`config.mk`:
```
export PLATFORM = sky130hd
export DESIGN_NAME = legv8_multicycle_ctrl
export DESIGN_NICKNAME = d
export VERILOG_FILES = /design/src/rtl/legv8_multicycle_ctrl.sv
export SDC_FILE = /design/constraint.sdc
export NUM_CORES = 1
export LEC_CHECK = 0
export CORE_MARGIN = 2
export CORE_UTILIZATION = 30
export CTS_BUF_LIST = sky130_fd_sc_hd__clkbuf_16
export DETAILED_ROUTE_END_ITERATION = 7
export SYNTH_ARGS = -nofsm -noshare
export SYNTH_HDL_FRONTEND = slang
export SYNTH_SLANG_ARGS = --single-unit
```
`constraint.sdc`:
```
create_clock -name clock -period 5.1 [get_ports clock]
set_input_delay 1.02 -clock clock [delete_from_list [all_inputs] [get_ports clock]]
set_output_delay 1.02 -clock clock [all_outputs]
set_load 0.1 [all_outputs]
```
`src/rtl/legv8_multicycle_ctrl.sv`:
```
// -----------------------------------------------------------------------------
// legv8_multicycle_ctrl
//   Multi-cycle control sequencer for the RFALUDM datapath (register file +
//   ALU + data memory). Accepts one LEGv8 instruction at a time over a
//   valid/ready handshake, latches it into IR and walks DECODE/EXEC/MEM/WB,
//   driving register selects, ALU controls and memory strobes. Supports
//   ADD/SUB/AND/ORR (R-type), LDUR, STUR and CBZ.
//
// Ports
//   clock, reset_n  : rising-edge clock, asynchronous active-low reset
//   InstrValid/Ready: instruction handshake (Ready only in IDLE)
//   Instruction     : 32-bit instruction word, latched on transfer
//   Zero            : ALU zero flag, sampled when CBZ leaves EXEC
//   Read1/Read2     : RF read selects (zero-extended 5-bit fields)
//   WriteReg        : RF write select
//   ALUOp           : 00 add, 01 pass/compare, 10 R-type via OpCodefield
//   OpCodefield     : IR[31:21]
//   AluSrc          : 00 register, 01 sign-extended SEin
//   SEin            : raw D-format offset IR[20:12]
//   RegWrite/MemRead/MemWrite/MemToReg : datapath strobes
//   BranchTaken     : CBZ outcome, valid while Done=1
//   Done            : one-cycle completion pulse
//   IllegalOp       : one-cycle pulse for an undecodable instruction
// -----------------------------------------------------------------------------
module legv8_multicycle_ctrl #(
  parameter logic [10:0] OP_ADD  = 11'h458,
  parameter logic [10:0] OP_SUB  = 11'h658,
  parameter logic [10:0] OP_AND  = 11'h450,
  parameter logic [10:0] OP_ORR  = 11'h550,
  parameter logic [10:0] OP_LDUR = 11'h7C2,
  parameter logic [10:0] OP_STUR = 11'h7C0,
  parameter logic [7:0]  OP_CBZ  = 8'hB4
) (
  input  logic        clock,
  input  logic        reset_n,
  input  logic        InstrValid,
  output logic        InstrReady,
  input  logic [31:0] Instruction,
  input  logic        Zero,
  output logic [5:0]  Read1,
  output logic [5:0]  Read2,
  output logic [5:0]  WriteReg,
  output logic [1:0]  ALUOp,
  output logic [10:0] OpCodefield,
  output logic [1:0]  AluSrc,
  output logic [8:0]  SEin,
  output logic        RegWrite,
  output logic        MemRead,
  output logic        MemWrite,
  output logic        MemToReg,
  output logic        BranchTaken,
  output logic        Done,
  output logic        IllegalOp
);

  typedef enum logic [2:0] {
    S_IDLE,
    S_DECODE,
    S_EXEC,
    S_MEM,
    S_WB
  } state_t;

  state_t      r_state;
  state_t      w_next;
  logic [31:0] r_ir;
  logic        r_done;
  logic        r_illegal;
  logic        r_branch;

  // Instruction classification, purely from the latched IR.
  logic [10:0] w_opc;
  logic        w_is_r;
  logic        w_is_ld;
  logic        w_is_st;
  logic        w_is_cbz;
  logic        w_legal;

  assign w_opc    = r_ir[31:21];
  assign w_is_r   = (w_opc == OP_ADD) || (w_opc == OP_SUB) ||
                    (w_opc == OP_AND) || (w_opc == OP_ORR);
  assign w_is_ld  = (w_opc == OP_LDUR);
  assign w_is_st  = (w_opc == OP_STUR);
  assign w_is_cbz = (r_ir[31:24] == OP_CBZ);
  assign w_legal  = w_is_r || w_is_ld || w_is_st || w_is_cbz;

  // NOTE: sequential state uses non-blocking (<=) so every flop samples
  // pre-edge values; blocking here would create order-dependent races.
  // NOTE: IR sits inside the async reset on purpose: a cleared IR keeps
  // OpCodefield and the decoded selects at 0 after reset.
  always_ff @(posedge clock or negedge reset_n) begin
    if (!reset_n) begin
      r_state   <= S_IDLE;
      r_ir      <= '0;
      r_done    <= 1'b0;
      r_illegal <= 1'b0;
      r_branch  <= 1'b0;
    end else begin
      r_state <= w_next;
      if (r_state == S_IDLE && InstrValid) begin
        r_ir <= Instruction;
      end
      // Completion flags are registered so they appear in the first IDLE
      // cycle, alongside InstrReady, enabling back-to-back accepts.
      r_done    <= (r_state == S_EXEC && w_is_cbz) ||
                   (r_state == S_MEM  && w_is_st)  ||
                   (r_state == S_WB);
      r_illegal <= (r_state == S_DECODE) && !w_legal;
      r_branch  <= (r_state == S_EXEC) && w_is_cbz && Zero;
    end
  end

  // NOTE: every always_comb output gets a default first, so no path can
  // leave a signal unassigned and infer a latch.
  always_comb begin
    w_next = r_state;
    case (r_state)
      S_IDLE:   if (InstrValid) w_next = S_DECODE;
      S_DECODE: w_next = w_legal ? S_EXEC : S_IDLE;
      S_EXEC: begin
        if (w_is_r)                  w_next = S_WB;
        else if (w_is_ld || w_is_st) w_next = S_MEM;
        else                         w_next = S_IDLE;
      end
      S_MEM:    w_next = w_is_ld ? S_WB : S_IDLE;
      S_WB:     w_next = S_IDLE;
      default:  w_next = S_IDLE;
    endcase
  end

  // Datapath controls: decoded from IR + state only (no input paths), held
  // constant from DECODE to completion and forced to 0 in IDLE.
  logic w_active;
  assign w_active = (r_state != S_IDLE);

  always_comb begin
    Read1       = '0;
    Read2       = '0;
    WriteReg    = '0;
    ALUOp       = 2'b00;
    AluSrc      = 2'b00;
    SEin        = '0;
    MemToReg    = 1'b0;
    OpCodefield = '0;
    RegWrite    = 1'b0;
    MemRead     = 1'b0;
    MemWrite    = 1'b0;
    if (w_active) begin
      OpCodefield = r_ir[31:21];
      if (w_is_r) begin
        Read1    = {1'b0, r_ir[9:5]};
        Read2    = {1'b0, r_ir[20:16]};
        WriteReg = {1'b0, r_ir[4:0]};
        ALUOp    = 2'b10;
        RegWrite = (r_state == S_WB);
      end else if (w_is_ld) begin
        Read1    = {1'b0, r_ir[9:5]};
        WriteReg = {1'b0, r_ir[4:0]};
        SEin     = r_ir[20:12];
        AluSrc   = 2'b01;
        MemToReg = 1'b1;
        MemRead  = (r_state == S_MEM) || (r_state == S_WB);
        RegWrite = (r_state == S_WB);
      end else if (w_is_st) begin
        Read1    = {1'b0, r_ir[9:5]};
        Read2    = {1'b0, r_ir[4:0]};
        SEin     = r_ir[20:12];
        AluSrc   = 2'b01;
        MemWrite = (r_state == S_MEM);
      end else if (w_is_cbz) begin
        Read2    = {1'b0, r_ir[4:0]};
        ALUOp    = 2'b01;
      end
    end
  end

  assign InstrReady  = (r_state == S_IDLE);
  assign Done        = r_done;
  assign IllegalOp   = r_illegal;
  assign BranchTaken = r_branch;

endmodule

```
==> results_dict.tcl <==
set metrics [dict create \
    cts_num_sinks 36 \
    cts_resized 0 \
    area_growth_pct 49.8 \
    grt_pass1_vias 1465 \
    antenna_found_initial 0 \
    peakVddDrop_mv 0.178 \
    drc 0 \
    nNetsFinal 280 \
    yosys.area.top_type "dfrtp_1" \
    yosys_warnings 0 \
    synth_edf_count 0 \
    fin_crit_sh_pct 79.7 \
    synthMostInstantiatedCell "dfrtp_1" \
    path_class "flop to output port" \
    hpwlAfterDp_um 3160 \
    async_flop_share_pct 100 \
    cp.required_ps 4080 \
    yosysSeqAreaShare_pct 47.7 \
    totalWireLength_um 4340 \
    yosysUniqueCellTypes 36 \
    cts_tree "yes" \
    rows 28 \
    hold_path_class "flop to flop" \
    grt_pass1_wl_um 6970 \
    syn_avg_cell_area_um2 11.5 \
    drive_gt1_share_pct 5.37 \
    wl_per_cell_um 13.7 \
    via_count 1485 \
    maxSlewViolCount 0 \
    worstHoldPathCells 1 \
    drt_pass1_iterations 4 \
    clkLatencyLatePin_ps 270 \
    ios 86 \
    synth.top_cell.area_share_pct 47.7 \
    ys_top_cells_by_count "36 x dfrtp_1, 29 x mux2_1, 20 x and2_1, 12 x nor2b_1, 6 x nand2_1" \
    cts-root-buf "clkbuf_16" \
    synth_seq_cells 36 \
    post-route-util_pct 47.3 \
    max_cap_violations 0 \
    holdWs_ps 473 \
    start_util_pct 31.6 \
    max-slew-margin-rel_pct 33.6 \
    vias_per_cell 4.68 \
    cts.path.max_buffers 2 \
    cts.clk_slew.worst_paths_ps 50 \
    skew_ps 2.65 \
    syn_inst 165 \
    port_buffers 79 \
    path_max_fanout 7 \
    yosys-top-cells-area "dfrtp_1 48%, mux2_1 17%, and2_1 6.6%, nor2b_1 4.0%, a22o_1 2.3%" \
    dieArea_um2 6950 \
    holdBufCountCts 0 \
    powerDensity_nw_per_um2 292 \
    p_leak_nw 1.12 \
    tns_ps 0 \
    core_um2 5990 \
    synthFlopType "dfrtp_1" \
    outcome "finished clean" \
    finalSetupViolations 0 \
    worstPathArrival_ps 3040 \
    fmax_mhz 246 \
    grt_start_max_net_pins 37 \
    route.antenna.remaining_nets 0 \
    cts-buffers-inserted 5 \
    worstPathCellList "nor4b_4, nand4_2, nor2_2, a22o_1, clkdlybuf4s50_1" \
    rr_worst_depth 4 \
    cts_setup_buffers 0 \
    rsz0062_at_grt "no" \
    finalHoldViolations 0 \
    die_y_um 83.4 \
    endpoint_kind "output port" \
    grt_usage_pct 12.5 \
    period_minus_slack_ps 4060 \
    grt_overflow 0 \
    drtIter0Drc 45 \
    slowest_delay_ps 1140 \
    n_antenna_cell 0 \
    netlist_area_um2 1890 \
    cp_slowest_cell "clkdlybuf4s50_1" \
    worst_slew_pin_slew_ps 993 \
    start_kind "flop" \
    gp_congestion 0.713 \
    htreeDepth 2 \
    chipWidth_um 83.4 \
]
## metrics by stage
stage          std cells  instance area (um2)  worst slack, ps  total power, W
3_3_place_gp         312                 2710             1320        0.000558
4_1_cts              317                 2830             1010        0.000841
6_report             317                 2830             1040        0.000827
3_5_place_dp         312                 2710             1300        0.000560
5_1_grt              317                 2830              872        0.000866
2_1_floorplan        168                 1900             1070        0.000499
## placed cells by master (no fill, tap or decap), drive strengths merged, types with 3 or more instances in the layout
cell            n
and2           20
clkbuf          5
mux2           29
nand2b          3
a22o            5
nand2           6
dfrtp          36
nor2            7
clkdlybuf4s50  78
nor2b          12
a21oi           5
conb            4
nor3            4
nand4           3
nand3           5
## registers in the layout, summed over array words and instances (netlist names)
name	count
IllegalOp	1
r_state	3
r_ir	30
Done	1
BranchTaken	1
## kinds of logic after synthesis
kind of cell | count (synthesis) | synth area share, %
compound gates | 15 | 5.63
xor+xnor | 1 | 0.463
buf+inv | 13 | 4.76
flops | 36 | 47.7
mux | 31 | 18.3
other cells | 1 | 0.198
simple gates | 68 | 23.0
## worst max-delay path, delay by kind of cell (launching register included)
kind	cells	cell delay, ps
AND/OR/NAND/NOR	3	1010
buffers and inverters	1	1140
AO/OA/AOI/OAI	1	190
flip-flops	1	420
## routing by layer
layer / global-route usage, % / part of all wire (%) / vias to the layer above
met4: 4.02 / 0.99 / 0
li1: - / - / 720
met5: 0 / 0 / -
met1: 15.9 / 46 / 709
met2: 20.2 / 46 / 51
met3: 3.88 / 6.8 / 5
## where the power goes
part	internal [W]	switching, W	total [W]
combinational	0.0000739	0.000126	0.000199
sequential	0.000324	0.0000299	0.000354
clock	0.000172	0.000102	0.000274
## final timing paths
check | end | startpoint | slack (ps)
max | Read2[1] | r_ir[26]$_DFFE_PN0P_ | 1040
min | r_ir[15]$_DFFE_PN0P_ | r_ir[15]$_DFFE_PN0P_ | 470
max reg2reg | r_ir[19]$_DFFE_PN0P_ | r_state[0]$_DFFE_PN0P_ | 2850
min reg2reg | r_ir[15]$_DFFE_PN0P_ | r_ir[15]$_DFFE_PN0P_ | 470
max in group asynchronous | r_ir[5]$_DFFE_PN0P_ | reset_n | 3740
min in group asynchronous | r_ir[26]$_DFFE_PN0P_ | reset_n | 840
## layout make-up
type                            count  area (um2)
Inverter                            2        7.51
Timing Repair Buffer               80         793
Fill cell                         583        3160
Clock buffer                        5         125
Multi-Input combinational cell    119         911
Sequential cell                    36         901
Tap cell                           75        93.8
Note: power is estimated with default switching activity, not from simulation.
